`config.mk`:
```
export PLATFORM = sky130hd
export DESIGN_NAME = rx_window_ctrl_flat
export DESIGN_NICKNAME = d
export VERILOG_FILES = /design/src/rtl/rx_window_if.sv /design/src/rtl/rx_window_ctrl.sv /design/src/flat_wrapper.sv
export SDC_FILE = /design/constraint.sdc
export NUM_CORES = 1
export LEC_CHECK = 0
export CAP_MARGIN = 10
export CORE_MARGIN = 8
export CORE_UTILIZATION = 49
export CTS_BUF_LIST = sky130_fd_sc_hd__clkbuf_4 sky130_fd_sc_hd__clkbuf_8
export DETAILED_ROUTE_END_ITERATION = 10
export GPL_ROUTABILITY_DRIVEN = 0
export PLACE_DENSITY = 0.78
export SYNTH_ARGS = -nofsm -noshare
export SYNTH_HDL_FRONTEND = slang
export SYNTH_SLANG_ARGS = --single-unit
```
`constraint.sdc`:
```
create_clock -name clock -period 1.7 [get_ports clock]
set_input_delay 0.255 -clock clock [delete_from_list [all_inputs] [get_ports clock]]
set_output_delay 0.255 -clock clock [all_outputs]
set_load 0.05 [all_outputs]
```
`src/rtl/rx_window_if.sv`:
```
// Handshake/config/status bundle between rx_window_ctrl and its controller and strobe_gen.
interface rx_window_if #(
   parameter int DW = 16,
   parameter int RW = 8
);
   logic          ctrl_enable;
   logic          sync_in;
   logic          cfg_load;
   logic [RW-1:0] cfg_rate;
   logic [DW-1:0] cfg_delay;
   logic [DW-1:0] cfg_samples;
   logic          overrun_clr;
   logic          gen_strobe;
   logic          gen_enable;
   logic [RW-1:0] gen_rate;
   logic          window_active;
   logic          window_done;
   logic          overrun;
   logic [DW-1:0] windows_count;
   logic [15:0]   dbus;

   modport master (
      output ctrl_enable, sync_in, cfg_load, cfg_rate, cfg_delay, cfg_samples,
             overrun_clr, gen_strobe,
      input  gen_enable, gen_rate, window_active, window_done, overrun,
             windows_count, dbus
   );

   modport slave (
      input  ctrl_enable, sync_in, cfg_load, cfg_rate, cfg_delay, cfg_samples,
             overrun_clr, gen_strobe,
      output gen_enable, gen_rate, window_active, window_done, overrun,
             windows_count, dbus
   );
endinterface

```
`src/rtl/rx_window_ctrl.sv`:
```
// Receive-window sequencer for strobe_gen: sync edge -> programmable delay -> N strobes
// with gen_enable high -> disable. Config is shadowed and only applied at a sync edge.
module rx_window_ctrl #(
   parameter int DW = 16,
   parameter int RW = 8
) (
   input  logic       clock,
   input  logic       reset,
   rx_window_if.slave bus
);

   typedef enum logic [2:0] {
      ST_IDLE   = 3'd0,
      ST_ARMED  = 3'd1,
      ST_DELAY  = 3'd2,
      ST_ACTIVE = 3'd3
   } state_t;

   localparam logic [DW-1:0] CNT_ONE = DW'(1);

   state_t        state_q, state_d;
   logic          sync_prev_q, sync_prev_d;
   logic [RW-1:0] shadow_rate_q, shadow_rate_d;
   logic [DW-1:0] shadow_delay_q, shadow_delay_d;
   logic [DW-1:0] shadow_samples_q, shadow_samples_d;
   logic [RW-1:0] gen_rate_q, gen_rate_d;
   logic [DW-1:0] delay_cnt_q, delay_cnt_d;
   logic [DW-1:0] samp_cnt_q, samp_cnt_d;
   logic [DW-1:0] windows_count_q, windows_count_d;
   logic          gen_enable_q, gen_enable_d;
   logic          window_active_q, window_active_d;
   logic          window_done_q, window_done_d;
   logic          overrun_q, overrun_d;
   logic          sync_edge;
   logic          in_window;

   assign sync_edge = bus.sync_in & ~sync_prev_q;
   assign in_window = (state_q == ST_DELAY) || (state_q == ST_ACTIVE);

   always_comb begin
      state_d          = state_q;
      sync_prev_d      = bus.sync_in;
      shadow_rate_d    = shadow_rate_q;
      shadow_delay_d   = shadow_delay_q;
      shadow_samples_d = shadow_samples_q;
      gen_rate_d       = gen_rate_q;
      delay_cnt_d      = delay_cnt_q;
      samp_cnt_d       = samp_cnt_q;
      windows_count_d  = windows_count_q;
      gen_enable_d     = gen_enable_q;
      window_done_d    = 1'b0;
      overrun_d        = overrun_q & ~bus.overrun_clr;

      // Shadow capture never touches the active copies; a coincident sync edge sees old values.
      if (bus.cfg_load) begin
         shadow_rate_d    = bus.cfg_rate;
         shadow_delay_d   = bus.cfg_delay;
         shadow_samples_d = bus.cfg_samples;
      end

      if (!bus.ctrl_enable) begin
         state_d      = ST_IDLE;
         gen_enable_d = 1'b0;
         delay_cnt_d  = '0;
         samp_cnt_d   = '0;
      end else begin
         if (in_window && sync_edge) overrun_d = 1'b1;
         case (state_q)
            ST_IDLE: state_d = ST_ARMED;
            ST_ARMED: begin
               if (sync_edge) begin
                  gen_rate_d  = shadow_rate_q;
                  delay_cnt_d = shadow_delay_q;
                  samp_cnt_d  = shadow_samples_q;
                  if (shadow_samples_q != '0) begin
                     if (shadow_delay_q == '0) begin
                        state_d      = ST_ACTIVE;
                        gen_enable_d = 1'b1;
                     end else begin
                        state_d = ST_DELAY;
                     end
                  end
               end
            end
            ST_DELAY: begin
               delay_cnt_d = delay_cnt_q - CNT_ONE;
               if (delay_cnt_q == CNT_ONE) begin
                  state_d      = ST_ACTIVE;
                  gen_enable_d = 1'b1;
               end
            end
            ST_ACTIVE: begin
               if (bus.gen_strobe) begin
                  samp_cnt_d = samp_cnt_q - CNT_ONE;
                  if (samp_cnt_q == CNT_ONE) begin
                     state_d         = ST_ARMED;
                     gen_enable_d    = 1'b0;
                     window_done_d   = 1'b1;
                     windows_count_d = windows_count_q + CNT_ONE;
                  end
               end
            end
            default: state_d = ST_IDLE;
         endcase
      end

      window_active_d = (state_d == ST_DELAY) || (state_d == ST_ACTIVE);
   end

   always_ff @(posedge clock) begin
      if (reset) begin
         state_q          <= ST_IDLE;
         sync_prev_q      <= 1'b0;
         shadow_rate_q    <= '0;
         shadow_delay_q   <= '0;
         shadow_samples_q <= '0;
         gen_rate_q       <= '0;
         delay_cnt_q      <= '0;
         samp_cnt_q       <= '0;
         windows_count_q  <= '0;
         gen_enable_q     <= 1'b0;
         window_active_q  <= 1'b0;
         window_done_q    <= 1'b0;
         overrun_q        <= 1'b0;
      end else begin
         state_q          <= state_d;
         sync_prev_q      <= sync_prev_d;
         shadow_rate_q    <= shadow_rate_d;
         shadow_delay_q   <= shadow_delay_d;
         shadow_samples_q <= shadow_samples_d;
         gen_rate_q       <= gen_rate_d;
         delay_cnt_q      <= delay_cnt_d;
         samp_cnt_q       <= samp_cnt_d;
         windows_count_q  <= windows_count_d;
         gen_enable_q     <= gen_enable_d;
         window_active_q  <= window_active_d;
         window_done_q    <= window_done_d;
         overrun_q        <= overrun_d;
      end
   end

   assign bus.gen_enable    = gen_enable_q;
   assign bus.gen_rate      = gen_rate_q;
   assign bus.window_active = window_active_q;
   assign bus.window_done   = window_done_q;
   assign bus.overrun       = overrun_q;
   assign bus.windows_count = windows_count_q;
   assign bus.dbus          = {state_q, gen_enable_q, bus.gen_strobe, bus.sync_in,
                               overrun_q, window_done_q, samp_cnt_q[7:0]};

endmodule

```
`src/flat_wrapper.sv`:
```
// flat-port wrapper written by rule: the top's interface ports become plain ports
module rx_window_ctrl_flat 
#(
   parameter int DW = 16,
   parameter int RW = 8
)
  (clock, reset, bus_ctrl_enable, bus_sync_in, bus_cfg_load, bus_cfg_rate, bus_cfg_delay, bus_cfg_samples, bus_overrun_clr, bus_gen_strobe, bus_gen_enable, bus_gen_rate, bus_window_active, bus_window_done, bus_overrun, bus_windows_count, bus_dbus);
  rx_window_if #(.DW(DW), .RW(RW)) bus_i ();
  input  logic clock;
  input  logic reset;
  input wire logic [$bits(bus_i.ctrl_enable)-1:0] bus_ctrl_enable;
  input wire logic [$bits(bus_i.sync_in)-1:0] bus_sync_in;
  input wire logic [$bits(bus_i.cfg_load)-1:0] bus_cfg_load;
  input wire logic [$bits(bus_i.cfg_rate)-1:0] bus_cfg_rate;
  input wire logic [$bits(bus_i.cfg_delay)-1:0] bus_cfg_delay;
  input wire logic [$bits(bus_i.cfg_samples)-1:0] bus_cfg_samples;
  input wire logic [$bits(bus_i.overrun_clr)-1:0] bus_overrun_clr;
  input wire logic [$bits(bus_i.gen_strobe)-1:0] bus_gen_strobe;
  output wire logic [$bits(bus_i.gen_enable)-1:0] bus_gen_enable;
  output wire logic [$bits(bus_i.gen_rate)-1:0] bus_gen_rate;
  output wire logic [$bits(bus_i.window_active)-1:0] bus_window_active;
  output wire logic [$bits(bus_i.window_done)-1:0] bus_window_done;
  output wire logic [$bits(bus_i.overrun)-1:0] bus_overrun;
  output wire logic [$bits(bus_i.windows_count)-1:0] bus_windows_count;
  output wire logic [$bits(bus_i.dbus)-1:0] bus_dbus;
  assign bus_i.ctrl_enable = bus_ctrl_enable;
  assign bus_i.sync_in = bus_sync_in;
  assign bus_i.cfg_load = bus_cfg_load;
  assign bus_i.cfg_rate = bus_cfg_rate;
  assign bus_i.cfg_delay = bus_cfg_delay;
  assign bus_i.cfg_samples = bus_cfg_samples;
  assign bus_i.overrun_clr = bus_overrun_clr;
  assign bus_i.gen_strobe = bus_gen_strobe;
  assign bus_gen_enable = bus_i.gen_enable;
  assign bus_gen_rate = bus_i.gen_rate;
  assign bus_window_active = bus_i.window_active;
  assign bus_window_done = bus_i.window_done;
  assign bus_overrun = bus_i.overrun;
  assign bus_windows_count = bus_i.windows_count;
  assign bus_dbus = bus_i.dbus;
  rx_window_ctrl #(.DW(DW), .RW(RW)) u_core (.clock(clock), .reset(reset), .bus(bus_i));
endmodule
```
==> metrics, run 1 <==
Final Slew Violations 0; Syn Inst Count 581; share of total power in the clock network 0.333; total wire length 14.8 mm; Synth warnings 0; prevailing post-synth register cell dfxtp_1; final period utilization 1.07; Layout Utilization 0.691; hold_buf cts 0; Fin Setup TNS -1.15 ns; CTS tree yes; number of global-route vias before repair slightly below 5000; slowest CP cell dfxtp_4; final setup fails 18; chip width 117 microns; Post-synth top cells 104 x dfxtp_1, 69 x nor2_1, 41 x mux2i_1; I/O pin count 91; power per standard cell area 646 mW/mm^2; DIE HEIGHT ~120 microns; Post-synth ARST share 0; Avg Inst Size Synth 8.67 sq um; # diodes 0; RSZ-0062 raised after global routing yes; H-tree levels 3; Num CTS Buffers 9; number of flops mapped to enable cells by yosys 0; total gr overflow 0; net switching power 1.16 mW; register share of total power 0.563; required time of the critical path 1.97 ns; Root Buffer clkbuf_8; CP peak stage delay 0.40 ns; Clock Tree Buf Depth 2; Yosys reg bits 104; final worst path period need 1.82 ns; largest cells by area after synthesis dfxtp_1 41%, mux2i_1 8.1%, nor2_1 5.1%, a21oi_1 3.7%, nand2_1 2.9%; Initial Utilization 0.497; critical path arrival 2.09 ns; setup slack, reg-to-reg -0.12 ns; Core Footprint 0.0101 sq mm; Final Hold Viols 0; total vias in the final route 4998; clk_skew 0.0141 ns; Antenna Nets Post-Route 0; Synth cell types 62; Sw Ratio 0.257; final setup margin -0.115 ns; post-synth net total 633; Worst-path clk slew 0.10 ns; Worst setup SP type flop; Routed wire per std cell 17.2 microns; Setup Crit Path Kind flop to flop; Layout area overhead 39.1%; count leader, synth dfxtp_1; DRT Pass-1 Iters 6; # Max-Cap Violations 0; Critical Path End Type flop; mapped cell area 0.00504 sq mm; Synth top area share 0.413; biggest area consumer among synthesized cells dfxtp_1; clock sink count 104; sequential-to-total area share from yosys stat 0.413; total power 4.53 mW; VDD IR max 562 uV; Worst Path Max Fanout 5; Global Route Usage Sum 0.205; HP Class input port to flop; first-pass GRT wire length 24.1 mm; Peak Freq 551 MHz; Cell Chain, Critical Path ha_4, nor4b_4, nand4_1, buf_6, nor3_2, mux2_4; Core Rows 37; Detailed Place HPWL between 10 and 15 mm; largest net degree at the start of global routing 50; layout cell share with drive strength beyond 1 0.314; Internal 3.37 mW; Comb power frac 0.104; Die Area 0.0138 sq mm; via-per-instance ratio 5.82; PortBufs 90; status finished with violations; failing checks negative setup slack; initial antenna violation count 0; Final #Nets slightly below 800; Leak Pwr 2.82 nW; DR iter-0 viols 321; worst-skew pair later-pin latency 0.38 ns; DRC viols 0
[cells by family (layout without fill, tap and decap cells)]
| group | after synthesis | after routing | synth area share |
|---|---|---|---|
| other | 1 | 1 | 0.000744 |
| buffers and inverters | 60 | 201 | 0.0576 |
| adders and majority gates | 5 | 5 | 0.0124 |
| DFF | 104 | 104 | 0.413 |
| AOI/OAI and AO/OA | 115 | 115 | 0.148 |
| muxes | 48 | 48 | 0.0971 |
| and+or+nand+nor | 248 | 249 | 0.271 |
[per-stage QoR]
step	hold WS [ns]	setup WS [ns]	cell area [sq um]	cells
detailed placement	0.455	-0.433	6410	828
floorplan	0.383	-0.0646	5140	581
finish	0.368	-0.115	7010	859
CTS	0.335	-0.0775	6780	852
global route	0.374	-0.227	7010	859
global placement	0.450	-0.433	6410	828
[metal layers]
| layer | wire (microns) | GRT usage | up-vias |
|---|---|---|---|
| met4 | 310 | 0.0762 | 0 |
| met3 | 836 | 0.0446 | 28 |
| met2 | 7150 | 0.334 | 171 |
| met5 | 0 | 0 | - |
| met1 | 6520 | 0.259 | 2398 |
| li1 | - | - | 2401 |
[path summary, 6_finish.rpt]
check / start / cells past startpoint / end
min reg2reg: u_core.shadow_rate_q[4]$_SDFFE_PP0P_ / 2 / u_core.bus.gen_rate[4]$_SDFFE_PP0P_
max reg2reg: u_core.samp_cnt_q[0]$_SDFFE_PP0P_ / 6 / u_core.bus.windows_count[9]$_SDFFE_PP0P_
max: u_core.samp_cnt_q[0]$_SDFFE_PP0P_ / 6 / u_core.bus.windows_count[9]$_SDFFE_PP0P_
min: reset / 3 / u_core.bus.windows_count[0]$_SDFFE_PP0P_
[cell type report]
| type | instances | area, sq um |
|---|---|---|
| Clock buffer | 11 | 151 |
| Fill cell | 782 | 3130 |
| Tap cell | 136 | 170 |
| Multi-Input combinational cell | 418 | 2990 |
| Timing Repair Buffer | 175 | 1500 |
| Sequential cell | 104 | 2120 |
| Clock inverter | 5 | 40.0 |
| Inverter | 10 | 37.5 |
[registers in the layout, indices dropped and copies added, names as in the netlist, 3 cells and up]
register and count:
u_core.samp_cnt_q 16, u_core.shadow_rate_q 8, u_core.shadow_samples_q 16, u_core.state_q 3, u_core.delay_cnt_q 16, u_core.bus.gen_rate 8
u_core.bus.windows_count 16, u_core.shadow_delay_q 16
[power by group through the flow]
stage,clock (mW),sequential [mW],combinational (mW)
2_1_floorplan,0,2.59,0.241
3_3_place_gp,0,2.60,0.446
3_5_place_dp,0,2.60,0.456
4_1_cts,1.52,2.55,0.461
5_1_grt,1.64,2.56,0.509
6_report,1.51,2.55,0.471
[worst max-delay path: cells and delay by family, from the launching register on]
kind	cells	cell delay, ns
muxes	1	0.32
buffers and inverters	1	0.21
and+or+nand+nor	3	0.66
adders and majority gates	1	0.13
DFF	1	0.40
[layout by cell type (no fill, tap or decap), types with 5 or more instances in the layout]
cell | netlist | routed
nand2b_1 | 6 | 6
a31oi_1 | 13 | 13
nor3_1 | 11 | 5
or3_1 | 9 | 5
nand4_1 | 16 | 16
clkdlybuf4s50_1 | 0 | 43
nor4_2 | 1 | 5
nand2_1 | 39 | 39
inv_1 | 10 | 9
buf_12 | 0 | 6
dfxtp_1 | 104 | 84
and2_1 | 5 | 5
nor2b_1 | 8 | 8
clkbuf_8 | 0 | 11
or4_1 | 13 | 10
o211ai_1 | 10 | 10
mux2_4 | 0 | 5
a21oi_2 | 0 | 7
o21ai_0 | 13 | 11
mux2i_1 | 41 | 41
nor4_1 | 17 | 9
nor2_1 | 69 | 69
buf_4 | 13 | 121
nand3_1 | 19 | 19
a21oi_1 | 37 | 30
dfxtp_2 | 0 | 16
o31ai_1 | 8 | 6
[what timing repair did]
| action | CTS | global route |
|---|---|---|
| resized for setup | 26 | 33 |
| cloned | 2 | 0 |
| setup buffers | 6 | 8 |
| pin swaps | 19 | 13 |
| endpoints found under the setup margin | 23 | 41 |
Power figures use the tool's default switching activity.
==> inputs of run 2 (changes only) <==
--- a/config.mk
+++ b/config.mk
@@ -5,13 +5,14 @@
 export SDC_FILE = /design/constraint.sdc
 export NUM_CORES = 1
 export LEC_CHECK = 0
+export ABC_AREA = 1
 export CAP_MARGIN = 10
 export CORE_MARGIN = 8
-export CORE_UTILIZATION = 49
+export CORE_UTILIZATION = 59
 export CTS_BUF_LIST = sky130_fd_sc_hd__clkbuf_4 sky130_fd_sc_hd__clkbuf_8
 export DETAILED_ROUTE_END_ITERATION = 10
 export GPL_ROUTABILITY_DRIVEN = 0
-export PLACE_DENSITY = 0.78
+export PLACE_DENSITY = 0.88
 export SYNTH_ARGS = -nofsm -noshare
 export SYNTH_HDL_FRONTEND = slang
 export SYNTH_SLANG_ARGS = --single-unit
==> constraint.sdc (replaced) <==
create_clock -name clock -period 2.1 [get_ports clock]
set_input_delay 0.315 -clock clock [delete_from_list [all_inputs] [get_ports clock]]
set_output_delay 0.315 -clock clock [all_outputs]
set_load 0.05 [all_outputs]
==> run 2 against run 1 <==
  * The run now ends clean
  * Wire length down 8.0%
  * Setup slack gained 0.17 ns
  * Clock skew up 0.00062 ns
  * Global-route usage grew 2.1 points
  * Worst hold slack improved by 0.11 ns
  * Cell area fell by 9.3%
  * Sequential share of layout area is 2.5 points higher
  * Sequential cell count did not move
  * Critical path type is now flop to primary output
  * Largest power group unchanged
==> metrics, run 2 <==
Cell Chain, Critical Path clkdlybuf4s50_1 (was ha_4, nor4b_4, nand4_1, buf_6, nor3_2, mux2_4); PortBufs 90 (unchanged); hold_buf cts 0 (unchanged); number of global-route vias before repair 5001 (was 4894); total wire length 13.6 mm (was 14.8 mm); status finished clean (was finished with violations); GR Layer Usage met3 0.0483 (was 0.0446); worst-skew pair later-pin latency 0.38 ns (about the same); DRC viols 0 (unchanged); Setup Crit Path Kind flop to primary output (was flop to flop); via-per-instance ratio 5.49 (was 5.82); most frequent cells in the layout 163 x nand2_1, 124 x nor2_1, 104 x dfxtp_1 (was 121 x buf_4, 84 x dfxtp_1, 69 x nor2_1); DIE HEIGHT 110 microns (was 117 microns); Core Rows 34 (was 37); Initial Utilization 0.603 (was 0.497); critical path arrival 1.74 ns (was 2.09 ns); most common cell after layout, fill and taps aside nand2_1 (was buf_4); largest net degree at the start of global routing 49 (was 50); placed instance area 0.00617 sq mm (was 0.00641 sq mm); Clock Tree Buf Depth 2 (unchanged); first-pass GRT wire length 22.4 mm (was 24.1 mm); Buf/Inv on CP 1 (unchanged); VDD IR max 367 uV (was 562 uV); M1 GR Usage 0.271 (was 0.259); total power 3.68 mW (was 4.53 mW); Avg Inst Size Synth 6.68 sq um (was 8.67 sq um); required time of the critical path 1.78 ns (was 1.97 ns); Routed wire per std cell 14.1 microns (was 17.2 microns); global-route met2 utilization 0.390 (was 0.334); Antenna Nets Post-Route 0 (unchanged); # Max-Cap Violations 0 (unchanged); initial antenna violation count 0 (unchanged); Yosys reg bits 104 (unchanged); # diodes 0 (unchanged); Peak Freq 488 MHz; count leader, synth nand2_1 (was dfxtp_1); Syn Inst Count 783 (was 581); DR iter-0 viols 419 (was 321); clk_skew 0.0148 ns (was 0.0141 ns); Global Route Usage Sum 0.226 (was 0.205); Worst Path Max Fanout 6 (was 5); Top delay family on crit path buffers and inverters (was simple AND/OR/NAND/NOR gates); Post-synth top cells 163 x nand2_1, 124 x nor2_1, 104 x dfxtp_1 (was 104 x dfxtp_1, 69 x nor2_1, 41 x mux2i_1); total vias in the final route 5317 (was 4998); power per standard cell area 578 mW/mm^2 (was 646 mW/mm^2); final worst path period need 2.05 ns; Synth warnings 0 (unchanged); Fin Setup TNS 0 ns (was -1.15 ns); Worst setup SP type flop (unchanged); slowest CP cell clkdlybuf4s50_1 (was dfxtp_4); RSZ-0062 raised after global routing no (was yes); CTS tree yes (unchanged); DRT Pass-1 Iters 7 (was 6); placed insts 952 (was 828); Post-synth ARST share 0 (unchanged); chip width 110 microns (was 117 microns); final setup fails 0 (was 18); Synth top area share 0.398 (was 0.413); Root Buffer clkbuf_8 (unchanged); Worst-path clk slew 0.10 ns (about the same); prevailing post-synth register cell dfxtp_1 (unchanged); setup slack, reg-to-reg 0.37 ns (was -0.12 ns); Final Slew Violations 0 (unchanged); Die Area 0.0121 sq mm (was 0.0138 sq mm); Detailed Place HPWL 10.2 mm (was 10.5 mm); Core Footprint 0.00868 sq mm (was 0.0101 sq mm); I/O pin count 91 (unchanged); layout cell share with drive strength beyond 1 0.0605 (was 0.314); Synth cell types 38 (was 62); Worst Max-Slew Pin Slew around 0.55 ns; max_slew headroom 0.631; number of flops mapped to enable cells by yosys 0 (unchanged); total gr overflow 0 (unchanged); fin area 0.00636 sq mm (was 0.00701 sq mm); Finished Layout Cells 968 (was 859); CP peak stage delay 0.89 ns (was 0.40 ns); post-synth net total 835 (was 633); final period utilization 0.976; Final #Nets 907 (was 770); sequential-to-total area share from yosys stat 0.398 (was 0.413); biggest area consumer among synthesized cells dfxtp_1 (unchanged); Leak Pwr 2.58 nW (was 2.82 nW); mapped cell area 0.00523 sq mm (was 0.00504 sq mm); H-tree levels 3 (unchanged); Num CTS Buffers 9 (unchanged); Critical Path End Type primary output (was flop); postcts setup bufs 0 (was 6); cts repair resizes 1 (was 26); largest cells by area after synthesis dfxtp_1 40%, nand2_1 12%, nor2_1 8.9%, a21oi_1 6.7%, o21ai_0 6.6% (was dfxtp_1 41%, mux2i_1 8.1%, nor2_1 5.1%, a21oi_1 3.7%, nand2_1 2.9%); HP Class flop to flop (was input port to flop); clock sink count 104 (unchanged); Final Hold Viols 0 (unchanged); Most Crowded Layer GR met2 (unchanged); Layout area overhead 21.5% (was 39.1%)
## run 2: changes by cell type in the layout (fill, tap and decap cells not counted), moves of 10 or more
cell / change
inv_1: +66
or4_1: -10
dfxtp_2: -16
clkdlybuf4s50_1: +43
mux2i_1: -41
a31oi_1: -10
nand2_1: +124
nor2_1: +55
a21oi_1: +40
buf_4: -110
nand3_1: +28
dfxtp_1: +20
o21ai_0: +58
## run 2: final cells by class
class                           instances  area [sq um]
Clock buffer                            9           124
Clock inverter                          7          65.1
Sequential cell                       104          2080
Fill cell                             688          2320
Tap cell                              108           135
Timing Repair Buffer                  102          1020
Inverter                               84           315
Multi-Input combinational cell        554          2610
## run 2: routing by layer
layer / vias up / wire, microns
met3: 29 / 1090
li1: 2661 / -
met4: 0 / 284
met2: 215 / 6630
met1: 2412 / 5620
met5: - / 0
## run 2: worst paths after layout
check | start | end | cells past startpoint
setup / recovery | u_core.state_q[1]$_SDFF_PP0_ | bus_dbus[14] | 1
hold / removal | u_core.shadow_delay_q[13]$_SDFFE_PP0P_ | u_core.shadow_delay_q[13]$_SDFFE_PP0P_ | 2
setup reg to reg | u_core.state_q[2]$_SDFF_PP0_ | u_core.delay_cnt_q[9]$_SDFFE_PP0P_ | 10
hold reg to reg | u_core.shadow_delay_q[13]$_SDFFE_PP0P_ | u_core.shadow_delay_q[13]$_SDFFE_PP0P_ | 2
## run 2: tightest hold or removal path: cells and delay by family (launching register included)
family | cells | cell delay [ns]
DFF | 1 | 0.32
buffers and inverters | 1 | 0.06
AOI/OAI and AO/OA | 1 | 0.06
## run 2: where the power goes
group          total [mW]  internal (mW)  switching [mW]
Clock                1.21          0.456           0.753
Sequential           2.07           2.03          0.0387
Combinational       0.398          0.175           0.223
## run 2: stage by stage
stage	setup slack, ns	hold WS, ns	utilization
6_report	0.0497	0.483	0.733
5_1_grt	0.00956	0.510	0.733
4_1_cts	0.000744	0.480	0.732
3_5_place_dp	0.116	0.466	0.711
3_3_place_gp	0.179	0.455	0.711
2_1_floorplan	0.254	0.422	-
## run 2: cell families after synthesis
family | count (synthesis) | share of synthesized area
fa+ha+maj | 5 | 0.0120
flops | 104 | 0.398
buf+inv | 125 | 0.103
other cells | 1 | 0.000717
compound gates | 166 | 0.167
simple gates | 368 | 0.296
xor+xnor | 14 | 0.0234
